--- config.mk ---
export PLATFORM = sky130hd
export DESIGN_NAME = pipelined_adder_chain
export DESIGN_NICKNAME = d
export VERILOG_FILES = /design/src/rtl/adder_pkg.sv /design/src/rtl/adder_chunk.sv /design/src/rtl/pipelined_adder_chain.sv
export SDC_FILE = /design/constraint.sdc
export NUM_CORES = 1
export LEC_CHECK = 0
export CAP_MARGIN = 20
export CORE_MARGIN = 4
export CORE_UTILIZATION = 65
export DETAILED_ROUTE_END_ITERATION = 7
export DONT_BUFFER_PORTS = 1
export PLACE_DENSITY = 0.85
export SETUP_SLACK_MARGIN = 0.3
export SLEW_MARGIN = 20
export SYNTH_ARGS = -nofsm -noshare
export SYNTH_HDL_FRONTEND = slang
export SYNTH_SLANG_ARGS = --single-unit
--- constraint.sdc ---
create_clock -name CLK -period 6.56 [get_ports CLK]
set_clock_uncertainty 0.05 [all_clocks]
set_input_delay 1.312 -clock CLK [delete_from_list [all_inputs] [get_ports CLK]]
set_output_delay 1.312 -clock CLK [all_outputs]
set_load 0.03 [all_outputs]
--- src/rtl/adder_pkg.sv ---
// Shared parameter checks and stage-register field layout for the pipelined adder chain.
package adder_pkg;

  localparam int CARRY_W = 1;

  // Returns the chunk width, or 0 when WIDTH/STAGES cannot be split evenly.
  function automatic int chunk_of(input int width, input int stages);
    if (stages < 1 || width < 2 || (width % stages) != 0) return 0;
    return width / stages;
  endfunction

  // Sum bits already produced once stage k has registered its chunk.
  function automatic int done_w(input int k, input int chunk);
    return (k + 1) * chunk;
  endfunction

  // Operand bits still waiting to be added after stage k.
  function automatic int rem_w(input int k, input int chunk, input int width);
    return width - (k + 1) * chunk;
  endfunction

endpackage

--- src/rtl/adder_chunk.sv ---
// Combinational W-bit ripple of full adders; also exposes the carry into the top bit.
module adder_chunk #(
  parameter int W = 4
) (
  input  logic [W-1:0] a,
  input  logic [W-1:0] b,
  input  logic         ci,
  output logic [W-1:0] s,
  output logic         co,
  output logic         c_msb
);

  logic [W:0] c;

  assign c[0] = ci;

  for (genvar i = 0; i < W; i++) begin : g_fa
    assign s[i]   = a[i] ^ b[i] ^ c[i];
    assign c[i+1] = (a[i] & b[i]) | (c[i] & (a[i] ^ b[i]));
  end

  assign co    = c[W];
  assign c_msb = c[W-1];

endmodule

--- src/rtl/pipelined_adder_chain.sv ---
// Pipelined ripple-carry adder/subtractor: one CHUNK-bit ripple per stage, carry registered forward,
// valid/ready handshake with a combinational ready chain so bubbles compress.
module pipelined_adder_chain
  import adder_pkg::*;
#(
  parameter int WIDTH  = 16,
  parameter int STAGES = 4
) (
  input  logic             CLK,
  input  logic             RSTn,
  input  logic             in_valid,
  output logic             in_ready,
  input  logic [WIDTH-1:0] a,
  input  logic [WIDTH-1:0] b,
  input  logic             sub,
  input  logic             cin,
  output logic             out_valid,
  input  logic             out_ready,
  output logic [WIDTH-1:0] sum,
  output logic             cout,
  output logic             ovf
);

  localparam int CHUNK = chunk_of(WIDTH, STAGES);

  if (CHUNK == 0) begin : g_bad_cfg
    $error("pipelined_adder_chain: WIDTH=%0d STAGES=%0d is not a legal split", WIDTH, STAGES);
  end

  // Subtract is A + ~B + ~borrow, so conditioning happens once at accept.
  logic [WIDTH-1:0] b_eff;
  logic             c0;

  assign b_eff    = sub ? ~b : b;
  assign c0       = sub ? ~cin : cin;
  assign in_ready = g_stage[0].rdy_k;

  for (genvar k = 0; k < STAGES; k++) begin : g_stage
    localparam int IW = rem_w(k - 1, CHUNK, WIDTH);
    localparam int SW = done_w(k, CHUNK);
    localparam int RW = rem_w(k, CHUNK, WIDTH);

    logic               up_vld, ci_up, rdy_k, rdy_dn, ld;
    logic [IW-1:0]      a_up, b_up;
    logic [CHUNK-1:0]   s_c;
    logic               co_c, cmsb_c;
    logic [SW-1:0]      sum_new, sum_d, sum_q;
    logic               vld_d, vld_q;
    logic [CARRY_W-1:0] carry_d, carry_q;

    if (k == 0) begin : g_src
      assign up_vld  = in_valid;
      assign a_up    = a;
      assign b_up    = b_eff;
      assign ci_up   = c0;
      assign sum_new = s_c;
    end else begin : g_src
      assign up_vld  = g_stage[k-1].vld_q;
      assign a_up    = g_stage[k-1].g_rem.a_rem_q;
      assign b_up    = g_stage[k-1].g_rem.b_rem_q;
      assign ci_up   = g_stage[k-1].carry_q[0];
      assign sum_new = {s_c, g_stage[k-1].sum_q};
    end

    if (k == STAGES - 1) begin : g_dn
      assign rdy_dn = out_ready;
    end else begin : g_dn
      assign rdy_dn = g_stage[k+1].rdy_k;
    end

    adder_chunk #(.W(CHUNK)) u_chunk (
      .a     (a_up[CHUNK-1:0]),
      .b     (b_up[CHUNK-1:0]),
      .ci    (ci_up),
      .s     (s_c),
      .co    (co_c),
      .c_msb (cmsb_c)
    );

    assign rdy_k = ~vld_q | rdy_dn;
    assign ld    = rdy_k & up_vld;

    always_comb begin
      vld_d   = rdy_k ? up_vld : vld_q;
      sum_d   = ld ? sum_new : sum_q;
      carry_d = ld ? co_c : carry_q;
    end

    always_ff @(posedge CLK or negedge RSTn) begin
      if (!RSTn) begin
        vld_q   <= 1'b0;
        sum_q   <= '0;
        carry_q <= '0;
      end else begin
        vld_q   <= vld_d;
        sum_q   <= sum_d;
        carry_q <= carry_d;
      end
    end

    if (RW > 0) begin : g_rem
      logic [RW-1:0] a_rem_d, a_rem_q, b_rem_d, b_rem_q;

      always_comb begin
        a_rem_d = ld ? a_up[IW-1:CHUNK] : a_rem_q;
        b_rem_d = ld ? b_up[IW-1:CHUNK] : b_rem_q;
      end

      always_ff @(posedge CLK or negedge RSTn) begin
        if (!RSTn) begin
          a_rem_q <= '0;
          b_rem_q <= '0;
        end else begin
          a_rem_q <= a_rem_d;
          b_rem_q <= b_rem_d;
        end
      end
    end

    if (k == STAGES - 1) begin : g_last
      logic cmsb_d, cmsb_q;

      always_comb cmsb_d = ld ? cmsb_c : cmsb_q;

      always_ff @(posedge CLK or negedge RSTn) begin
        if (!RSTn) cmsb_q <= 1'b0;
        else       cmsb_q <= cmsb_d;
      end

      assign out_valid = vld_q;
      assign sum       = sum_q;
      assign cout      = carry_q[0];
      assign ovf       = cmsb_q ^ carry_q[0];
    end
  end

endmodule

# Word level (Yosys, flattened, before mapping)
# Cells that the tools add are included.
# W data, S select, Z words.
[totals] word_cells=116 output_inout_bits=20 regBits=97
[op_classes] bitwise=95 muxes=2
[op_table] op="$and A1 B1 Y1" n=36
[op_table] op="$xor A1 B1 Y1" n=33
[op_table] op="$or A1 B1 Y1" n=20
[op_table] op="$mux W16" n=1
[op_table] op="$not A16 Y16" n=1
[op_table] op="$not A1 Y1" n=5
[op_table] op="$mux W1" n=1

# Logic depth before layout (Yosys ltp)
[logic_depth] word_depth=11 ltp_mapped=10 depth_no_buf=8

# By module
# Synthesis repeated with hierarchy kept, for this count alone.
[unflattened] hier_cells=279 hier_area_um2=4256.6
[by_module_without_submodules] module="pipelined_adder_chain" cells_each=231 area_each_um2=3816.2 seq_area_each_um2=2427.3 instances=1
[by_module_without_submodules] module="adder_chunk" cells_each=12 area_each_um2=110.1 seq_area_each_um2=0.0 instances=4

# Least setup slack after synthesis
# OpenSTA, ideal clock, no wires.
[synth_path] kind="input -> register" from="in sub" to="reg g_stage[0].sum_q[3]" t_required_ns=6.385 path_stages=10 slack_ns=2.806 arrival_ns=3.579 path_buffers=2 setup_time_ns=0.125 path_cell_list="buf_2 > buf_2 > xor2_1 > fa_1 > fa_1 > inv_1 > fa_1 > inv_1 > fa_1 > mux2_2"
[synth_via] elab_chain_cells=9
[synth_rtl] element="from (decl)" line="pipelined_adder_chain.sv:15" rtl="input logic sub,"
[synth_rtl] element="$mux W16" line="pipelined_adder_chain.sv:34" rtl="assign b_eff = sub ? ~b : b;"
[synth_rtl] element="$xor A1 B1 Y1" line="adder_chunk.sv:19" rtl="assign c[i+1] = (a[i] & b[i]) | (c[i] & (a[i] ^ b[i]));"
[synth_rtl] element="$and A1 B1 Y1" line="adder_chunk.sv:19"
[synth_rtl] element="$or A1 B1 Y1" line="adder_chunk.sv:19"
[synth_rtl] element="$and A1 B1 Y1" line="adder_chunk.sv:19"
[synth_rtl] element="$or A1 B1 Y1" line="adder_chunk.sv:19"
[synth_rtl] element="$and A1 B1 Y1" line="adder_chunk.sv:19"
[synth_rtl] element="$or A1 B1 Y1" line="adder_chunk.sv:19"
[synth_rtl] element="$xor A1 B1 Y1 (*)" line="adder_chunk.sv:18" rtl="assign s[i] = a[i] ^ b[i] ^ c[i];"
[synth_rtl] element="named net g_stage[0].s_c[3]" line="pipelined_adder_chain.sv:45" rtl="logic [CHUNK-1:0] s_c;"
[synth_rtl] element="to (signal assigned)" line="pipelined_adder_chain.sv:96" rtl="sum_q <= sum_d;"
[synth_rtl] element="to (decl)" line="pipelined_adder_chain.sv:47" rtl="logic [SW-1:0] sum_new, sum_d, sum_q;"
# The timed path passes the listed nets; every way through them passes the cells marked *.
# A chain may end at the register's enable or synchronous reset.

# Final worst setup path
[layout_path] from="in out_ready" to="out in_ready"
[layout_via] elab_chain_cells=4
[layout_rtl] element="from (decl)" line="pipelined_adder_chain.sv:18" rtl="input logic out_ready,"
[layout_rtl] element="$or A1 B1 Y1 (4 in series)" line="pipelined_adder_chain.sv:80" rtl="assign rdy_k = ~vld_q | rdy_dn;"
[layout_rtl] element="to (decl)" line="pipelined_adder_chain.sv:12" rtl="output logic in_ready,"
# No other way between the ends.

==> results.sh <==
export IMPL_status="completed"
export IMPL_reg2reg_depth=7
export IMPL_clock_sinks=97
export IMPL_dieArea_um2=7950
export IMPL_cts_root_buf="clkbuf_8"
export IMPL_vias=2063
export IMPL_synth_area_um2=4280
export IMPL_ys_ff_latch=97
export IMPL_p_switching_mw=0.637
export IMPL_num_rows=29
export IMPL_tightest_slew_ps=860
export IMPL_cts_buffers=9
export IMPL_crit_path_max_fanout=7
export IMPL_grt_usage_pct=18.1
export IMPL_startpoint_type="input pin"
export IMPL_post_cts_setup_buffer_count=0
export IMPL_synth_cell_types=25
export IMPL_fin_nets=340
export IMPL_clock_latency_ps=360
export IMPL_fp_dieH_um=89.2
export IMPL_combPwrFrac_pct=23.6
export IMPL_min_from="g_stage[0].sum_q[2]$_DFFE_PN0P_"
export IMPL_synthCells=284
export IMPL_drc=0
export IMPL_postCtsHoldBufs=0
export IMPL_drt_iter0_markers=77
export IMPL_r2r_start="g_stage[2].g_rem.a_rem_q[0]$_DFFE_PN0P_"
export IMPL_cts_resized_gates=0
export IMPL_critPathTopFamily="simple AND/OR/NAND/NOR gates"
export IMPL_p_seq_share_pct=55.7
export IMPL_syn2layout_area_growth_pct=5.61
export IMPL_wl_per_cell_um=17.3
export IMPL_grt_pass1_vias=2149
export IMPL_viasPerCell=5.61
export IMPL_cp_end_kind="primary output"
export IMPL_synth_xor_area_share_pct=3.68
export IMPL_arrival_ps=1900
export IMPL_ios=58
export IMPL_cp_cell_sequence="nand2b_4 > or2_2"
export IMPL_max_slew_margin_pct=42.4
export IMPL_cts_tree="yes"
export IMPL_cp_depth=2
export IMPL_fin_setup_tns_ps=0
export IMPL_maxCapViolations=0
export IMPL_report_final_slew_viol_count=0
export IMPL_period_minus_slack_ps=3270
export IMPL_power_density_nw_per_um2=419
export IMPL_power_leakage_nw=2.06
export IMPL_die_w_um=89.2
export IMPL_yosys_area_share_simple_pct=1.20
export IMPL_clock_power_share_pct=20.6
export IMPL_rsz0062_at_grt="no"
export IMPL_coreArea_um2=6390
export IMPL_layout_cells_most_common="dfrtp_1"
export IMPL_drt_antenna_violating_nets=0
export IMPL_reg2reg_slack_ps=4150
export IMPL_grt_ovfl_total=0
export IMPL_io_buffers=0
export IMPL_cpPeakStageDelay_ps=420
export IMPL_clk_pin_slew_ps=90
export IMPL_synth_top_family_by_area="multiplexers"
export IMPL_num_antenna_cells=0
export IMPL_firstDrtPassIters=4
export IMPL_grt_pass1_wl_um=10700
export IMPL_intPower_mw=1.26
export IMPL_total_power_mw=1.90
export IMPL_yosysWarnings=0
export IMPL_fin_crit_sh_pct=49.8
export IMPL_finalSetupViolCount=0
export IMPL_cp_num_buf_inv=0
export IMPL_wl_um=6370
export IMPL_fill_cells=457
export IMPL_slowest_stage="or2_2"
export IMPL_synthAdderAreaFrac_pct=7.48
export IMPL_layout_common_cells="97 x dfrtp_1, 65 x mux2_2, 31 x inv_1"
export IMPL_synth_mux_area_share_pct=23.5
export IMPL_drive_above_1_share_pct=32.6
export IMPL_hold_viol_final=0
export IMPL_synth_fp_nets=338
export IMPL_initial_core_util_pct=67.0
export IMPL_max_freq_mhz=306
export IMPL_grt_max_degree=98
export IMPL_hold_class="register to register"
export IMPL_postSynthAreaPerCell_um2=15.1
export IMPL_dp_hpwl_um=4380
export IMPL_routabilityCongestion=0.714
export IMPL_holdPathStages=1
export IMPL_synth_compound_area_share_pct=2.31
export IMPL_antenna_found_initial=0
export IMPL_r2r_end="sum[15]$_DFFE_PN0P_"
export IMPL_ys_seq_area_share_pct=56.7
export IMPL_clk_path_buf_depth=2
export IMPL_p_sw_share_pct=33.6
export IMPL_required_ps=5200
export IMPL_ctsHtreeMaxLevel=3
export IMPL_hold_end="g_stage[1].sum_q[2]$_DFFE_PN0P_"
export IMPL_crit_type="input pin to primary output"
export IMPL_peakVddDrop_v=0.000289
[metrics by stage]
| step | setup WS (ps) | hold slack [ps] | instances | utilization [%] | instance area (um2) |
|---|---|---|---|---|---|
| 2_1_floorplan | 2810 | 402 | 284 | - | 4280 |
| 6_report | 3290 | 445 | 368 | 70.8 | 4520 |
| 3_3_place_gp | 3210 | 417 | 351 | 67.2 | 4290 |
| 5_1_grt | 3270 | 447 | 368 | 70.8 | 4520 |
| 3_5_place_dp | 3150 | 431 | 351 | 67.2 | 4290 |
| 4_1_cts | 3290 | 444 | 367 | 70.4 | 4490 |
[cell type report]
| class | instances | area, um2 | area share, % |
|---|---|---|---|
| Sequential cell | 97 | 2430 | 53.7 |
| Multi-Input combinational cell | 145 | 1640 | 36.3 |
| Clock buffer | 11 | 141 | 3.13 |
| Inverter | 31 | 116 | 2.57 |
| Tap cell | 77 | 96.3 | 2.13 |
| Clock inverter | 5 | 62.6 | 1.38 |
| Timing Repair Buffer | 2 | 35.0 | 0.775 |
[how the worst max path moves through the flow]
stage,from,endpoint,slack (ps)
after detailed placement,sub,g_stage[0].sum_q[3]$_DFFE_PN0P_,3150
after floorplan,sub,g_stage[0].sum_q[3]$_DFFE_PN0P_,2810
after CTS,out_ready,in_ready,3290
after global routing,out_ready,in_ready,3270
after global placement,sub,g_stage[0].sum_q[3]$_DFFE_PN0P_,3210
final,out_ready,in_ready,3290
[power groups by stage]
| stage | Combinational (mW) | Sequential [mW] | Clock (mW) |
|---|---|---|---|
| global route | 0.513 | 1.09 | 0.431 |
| global placement | 0.418 | 1.06 | 0 |
| floorplan | 0.380 | 1.02 | 0 |
| CTS | 0.455 | 1.06 | 0.400 |
| finish | 0.448 | 1.06 | 0.391 |
| detailed placement | 0.451 | 1.07 | 0 |
[sequential cells by signal, indices dropped and copies added, names as in the netlist]
name,flops
g_stage.g_rem.a_rem_q,24
g_stage.sum_q,24
out_valid,1
g_stage.g_rem.b_rem_q,24
g_stage.carry_q,3
g_stage.vld_q,3
g_stage.g_last.cmsb_q,1
cout,1
sum,16
[cell families (layout without fill, tap and decap cells)]
kind of cell / count (synthesis) / count (layout)
DFF: 97 / 97
muxes: 88 / 88
buffers and inverters: 42 / 49
xor gates and xnor gates: 18 / 18
adders and majority gates: 16 / 16
AOI/OAI and AO/OA: 15 / 15
and+or+nand+nor: 8 / 8
[per-layer routing]
metal,GRT usage [%],share of wire (%)
met4,4.06,1.0
met5,0,0
met1,24.3,44
met2,28.3,49
met3,7.19,6.0
[Yosys cell counts]
library cell  instances  share of area (%)
inv_1                31                2.7
nand3_1               1               0.12
buf_6                 4                1.1
dfrtp_1              97                 57
mux2i_1               9                2.1
a21o_1                1               0.18
buf_2                 3               0.35
buf_4                 3               0.53
o21ai_2               2               0.41
nand2b_1              1               0.15
nand2_2               1               0.15
xnor2_1               3               0.61
xor2_1               15                3.1
o21ai_4               1               0.38
mux2_1                7                1.8
nand2b_4              1               0.32
o21ai_0              10                1.2
mux2_4                7                2.5
buf_12                1               0.47
nor2b_1               1               0.15
or2_2                 1               0.15
fa_1                 16                7.5
o21bai_1              1               0.18
nand2_1               2               0.18
mux2_2               65                 17
(Power assumes the default switching activity.)
==> patch 1 (same settings) <==
The parameter `STAGES` goes from 4 to 2.
--- a/src/rtl/pipelined_adder_chain.sv
+++ b/src/rtl/pipelined_adder_chain.sv
@@ -5,5 +5,5 @@
 #(
   parameter int WIDTH  = 16,
-  parameter int STAGES = 4
+  parameter int STAGES = 2
 ) (
   input  logic             CLK,
Behaviour: not the same (Yosys sat finds a counterexample within 4 cycles, from zero or initial values and one cycle with RSTn low).
==> patch 1 against the unedited design <==
- synthesized area is 44% lower
- final area shrank 45%
- critical path depth rose by 10
- sequential cell count decreased by 52
- combinational power down 50%
- sequential share of layout area fell by 8.4 points
- wire length shrank 43%
- power down 48%
- register-to-register slack got worse by 1.5 ns
- core utilization grew 1.4 points
- worst setup slack got worse by 1.2 ns
- highest routed layer unchanged
==> patch 1: results (changes against the unedited design) <==
[min_path]
hold_path_end=sum[4]
min-delay-start=g_stage[0].sum_q[4]
hp-class=reg -> reg

[worst_setup_path]
reg2reg_to=sum[15]
reg2reg_slack_ns=2.65  ; -1.50 ns
cp.arrival_ns=4.61  ; +2.71 ns
crit_cells=12  ; +10
critPathSlowestCell=fa_1
r2r.worst_path.cells=13  ; +6
crit_path_end=g_stage[0].sum_q[7]
worstSetupStartpoint=sub
crit_fanout=17  ; +10
critical_path.top_delay_family=adder cells
reg2reg_from=g_stage[0].carry_q
max_stage_delay_ns=0.40  ; -0.02 ns

[status]
status=finished, final reports clean

[synthesis]
ys_seq_area_share_pct=47.3  ; -9.4 points
synth_cell_types=17  ; -32%
ys_top_cells_by_count=45 x dfrtp_1, 22 x inv_1, 21 x mux2_4
synth.area.top_cells=dfrtp_1 47%, fa_1 13%, mux2_4 13%
ys_async_sr_fraction_pct=100  ; unchanged

[global_route]
grt_pass1_vias=1232  ; -43%
grt_pass1_wl_mm=5.93  ; -45%
grt_max_degree=46  ; -53%
grt_usage_pct=17.3  ; -0.85 points

[clocking]
cts_setup_buffers=0  ; unchanged
cts_resized=0  ; unchanged
numCtsBuffers=5  ; -4
insertion_delay_ns=0.28  ; -0.08 ns
htreeDepth=2  ; -1

[route]
drt-initial-drc-count=65  ; -16%
via_count=1093  ; -47%
drt_wl_total_mm=3.61  ; -43%

[timing]
layout_setup_ws_ns=2.07  ; -1.22 ns
maxSlewHeadroom_pct=58.3  ; +16 points

[pwr]
irDropWorstVdd_uv=174  ; -40%
p_leak_nw=1.21  ; -41%

[final_layout]
drive_above_1_share_pct=28.5  ; -4.2 points
final_nets=211  ; -38%
n_fill_cell=240  ; -47%
antenna_cells=0  ; unchanged

[place]
place_ws_ns=1.74  ; -1.42 ns
gp_congestion=0.719  ; +0.64%
dp_hpwl_mm=2.70  ; -38%

==> patch 1: cell type report <==
class | instances | area, um2 | share of cell area (%)
flip-flops and latches | 45 | 1130 | 45.3
inverters | 22 | 82.6 | 3.32
well taps | 46 | 57.6 | 2.32
multi-input cells | 83 | 1100 | 44.4
clock inverters | 1 | 30.0 | 1.21
clock buffers | 7 | 86.3 | 3.47
==> patch 1: power breakdown <==
group | leakage, nW | internal (W) | switching [W]
clock network | 0.0585 | 0.000124 | 0.0000867
registers | 0.523 | 0.000370 | 0.000174
logic | 0.626 | 0.000134 | 0.0000902
total | 1.21 | 0.000628 | 0.000351
==> patch 1: through the flow <==
stage | cells | utilization (%) | total power, W | hold WS (ns) | instance area, um2
global route | 204 | 72.2 | 0.00104 | 0.480 | 2490
floorplan | 155 | - | 0.000737 | 0.425 | 2380
detailed placement | 196 | 68.8 | 0.000782 | 0.443 | 2370
finish | 204 | 72.2 | 0.000979 | 0.462 | 2490
global placement | 196 | 68.8 | 0.000764 | 0.436 | 2370
CTS | 204 | 72.2 | 0.000990 | 0.463 | 2490
==> patch 1: layer usage <==
metal	global-route usage, %	up-vias	share of wire, %
met5	0	-	0
met4	3.72	0	0.61
met3	4.05	2	6.2
met2	29.8	37	51
met1	22.2	562	42
li1	-	492	-
==> patch 1: cells by family after synthesis <==
| logic type | Yosys count | share of synthesized area [%] |
|---|---|---|
| DFF | 45 | 47.3 |
| muxes | 43 | 23.2 |
| buffers and inverters | 27 | 6.26 |
| xor gates and xnor gates | 18 | 6.63 |
| adders and majority gates | 16 | 13.5 |
| and+or+nand+nor | 6 | 3.10 |
==> patch 2 (same settings) <==
Made on the original files. Make the reset (`RSTn`) synchronous in 3 clocked blocks.
--- a/src/rtl/pipelined_adder_chain.sv
+++ b/src/rtl/pipelined_adder_chain.sv
@@ -87,5 +87,5 @@
     end
 
-    always_ff @(posedge CLK or negedge RSTn) begin
+    always_ff @(posedge CLK) begin
       if (!RSTn) begin
         vld_q   <= 1'b0;
@@ -107,5 +107,5 @@
       end
 
-      always_ff @(posedge CLK or negedge RSTn) begin
+      always_ff @(posedge CLK) begin
         if (!RSTn) begin
           a_rem_q <= '0;
@@ -123,5 +123,5 @@
       always_comb cmsb_d = ld ? cmsb_c : cmsb_q;
 
-      always_ff @(posedge CLK or negedge RSTn) begin
+      always_ff @(posedge CLK) begin
         if (!RSTn) cmsb_q <= 1'b0;
         else       cmsb_q <= cmsb_d;
Formal check against the unedited RTL: differs if RSTn is asserted again (counterexample within 10 cycles, from zero or initial values and one cycle with RSTn low); with RSTn held inactive, the same outputs for 10 cycles.
==> patch 2 against the unedited design <==
- final area decreased by 1.3%
- synthesized area decreased by 0.15%
- non-clock buffer count is the same
- wire length rose by 30%
- global-route usage grew 3.8 points
- worst setup slack lost 0.56 ns
- count of clock-buffer cells in the layout fell by 1
- sequential cell count is the same
- highest routed layer unchanged
Power is not compared: it rests on default switching activity, and its combinational part moved more than twofold at a synthesized area within 25%.
==> patch 2: results (changes against the unedited design) <==
[final_layout]
clock_area_share_pct=5.95  ; +1.4 points
register_area_um2=1940  ; -20%
design.seq.count=97  ; unchanged
multi_input_area_share_pct=45.7  ; +9.4 points
final_nets=509  ; +50%
drive_above_1_share_pct=4.79  ; -28 points
inverters=27  ; -13%
clkbuf_count=10  ; -1
n_fill_cell=488  ; +6.8%

[worst_setup_path]
reg2reg_to=g_stage[0].g_rem.b_rem_q[4]
r2r.worst_path.cells=3  ; -4
reg2reg_from=g_stage[0].vld_q
crit_fanout=26  ; +19
critPathSlowestCell=and4b_1
reg2reg_slack_ns=3.47  ; -0.68 ns
max_stage_delay_ns=0.76  ; +0.34 ns

[synthesis]
synthFlopType=dfxtp_1
ys_seq_area_share_pct=45.4  ; -11 points
synth.area.top_cells=dfxtp_1 45%, a21oi_1 8.0%, fa_1 7.5%
synth_cell_types=31  ; +24%
synthCells=485  ; +71%
ys_async_sr_fraction_pct=0  ; -100 points
ys_top_cells_by_count=97 x dfxtp_1, 68 x a21oi_1, 55 x nand3_1, 55 x o21ai_0, 53 x nand2_1

[route]
via_count=3174  ; +54%
drtPass1Iterations=5  ; +1

[global_route]
grt_usage_pct=22.0  ; +3.8 points
grt_use_met2_pct=37.2  ; +8.9 points
grt_max_degree=71  ; -28%

[place]
dp_hpwl_mm=5.60  ; +28%
gp_congestion=0.776  ; +8.7%

[timing]
whs_ns=0.414  ; -0.0310 ns

[status]
status=finished, final reports clean

[min_path]
hold_path_end=g_stage[0].g_rem.a_rem_q[1]
min-delay-start=g_stage[0].g_rem.a_rem_q[1]
worst_hold_path.num_cells=2  ; +1

## patch 2: changes by cell type after synthesis, sizes merged, moves of 17 or more
cell	change
dfrtp	-97
dfxtp	+97
mux2	-79
a21oi	+68
nand3	+54
nand2	+50
o21ai	+43
clkbuf	+25
mux2i	+17
## patch 2: per-layer routing
layer / part of all wire [%] / up-vias
met4: 0.69 / 0
met2: 51 / 89
met3: 6.5 / 7
li1: - / 1581
met1: 42 / 1497
met5: 0 / -
## patch 2: metrics by stage
step / power (W) / setup WS (ns) / cell area, um2
6_report: 0.00121 / 2.73 / 4460
2_1_floorplan: 0.000714 / 2.91 / 4270
3_3_place_gp: 0.000721 / 2.74 / 4190
5_1_grt: 0.00126 / 2.60 / 4460
3_5_place_dp: 0.000726 / 2.73 / 4190
4_1_cts: 0.00122 / 2.73 / 4460
## patch 2: logic make-up after synthesis
family,synth area share (%)
xor gates and xnor gates,3.69
AOI/OAI and AO/OA,17.8
and+or+nand+nor,12.6
adders and majority gates,7.49
muxes,6.09
DFF,45.4
buffers and inverters,6.94
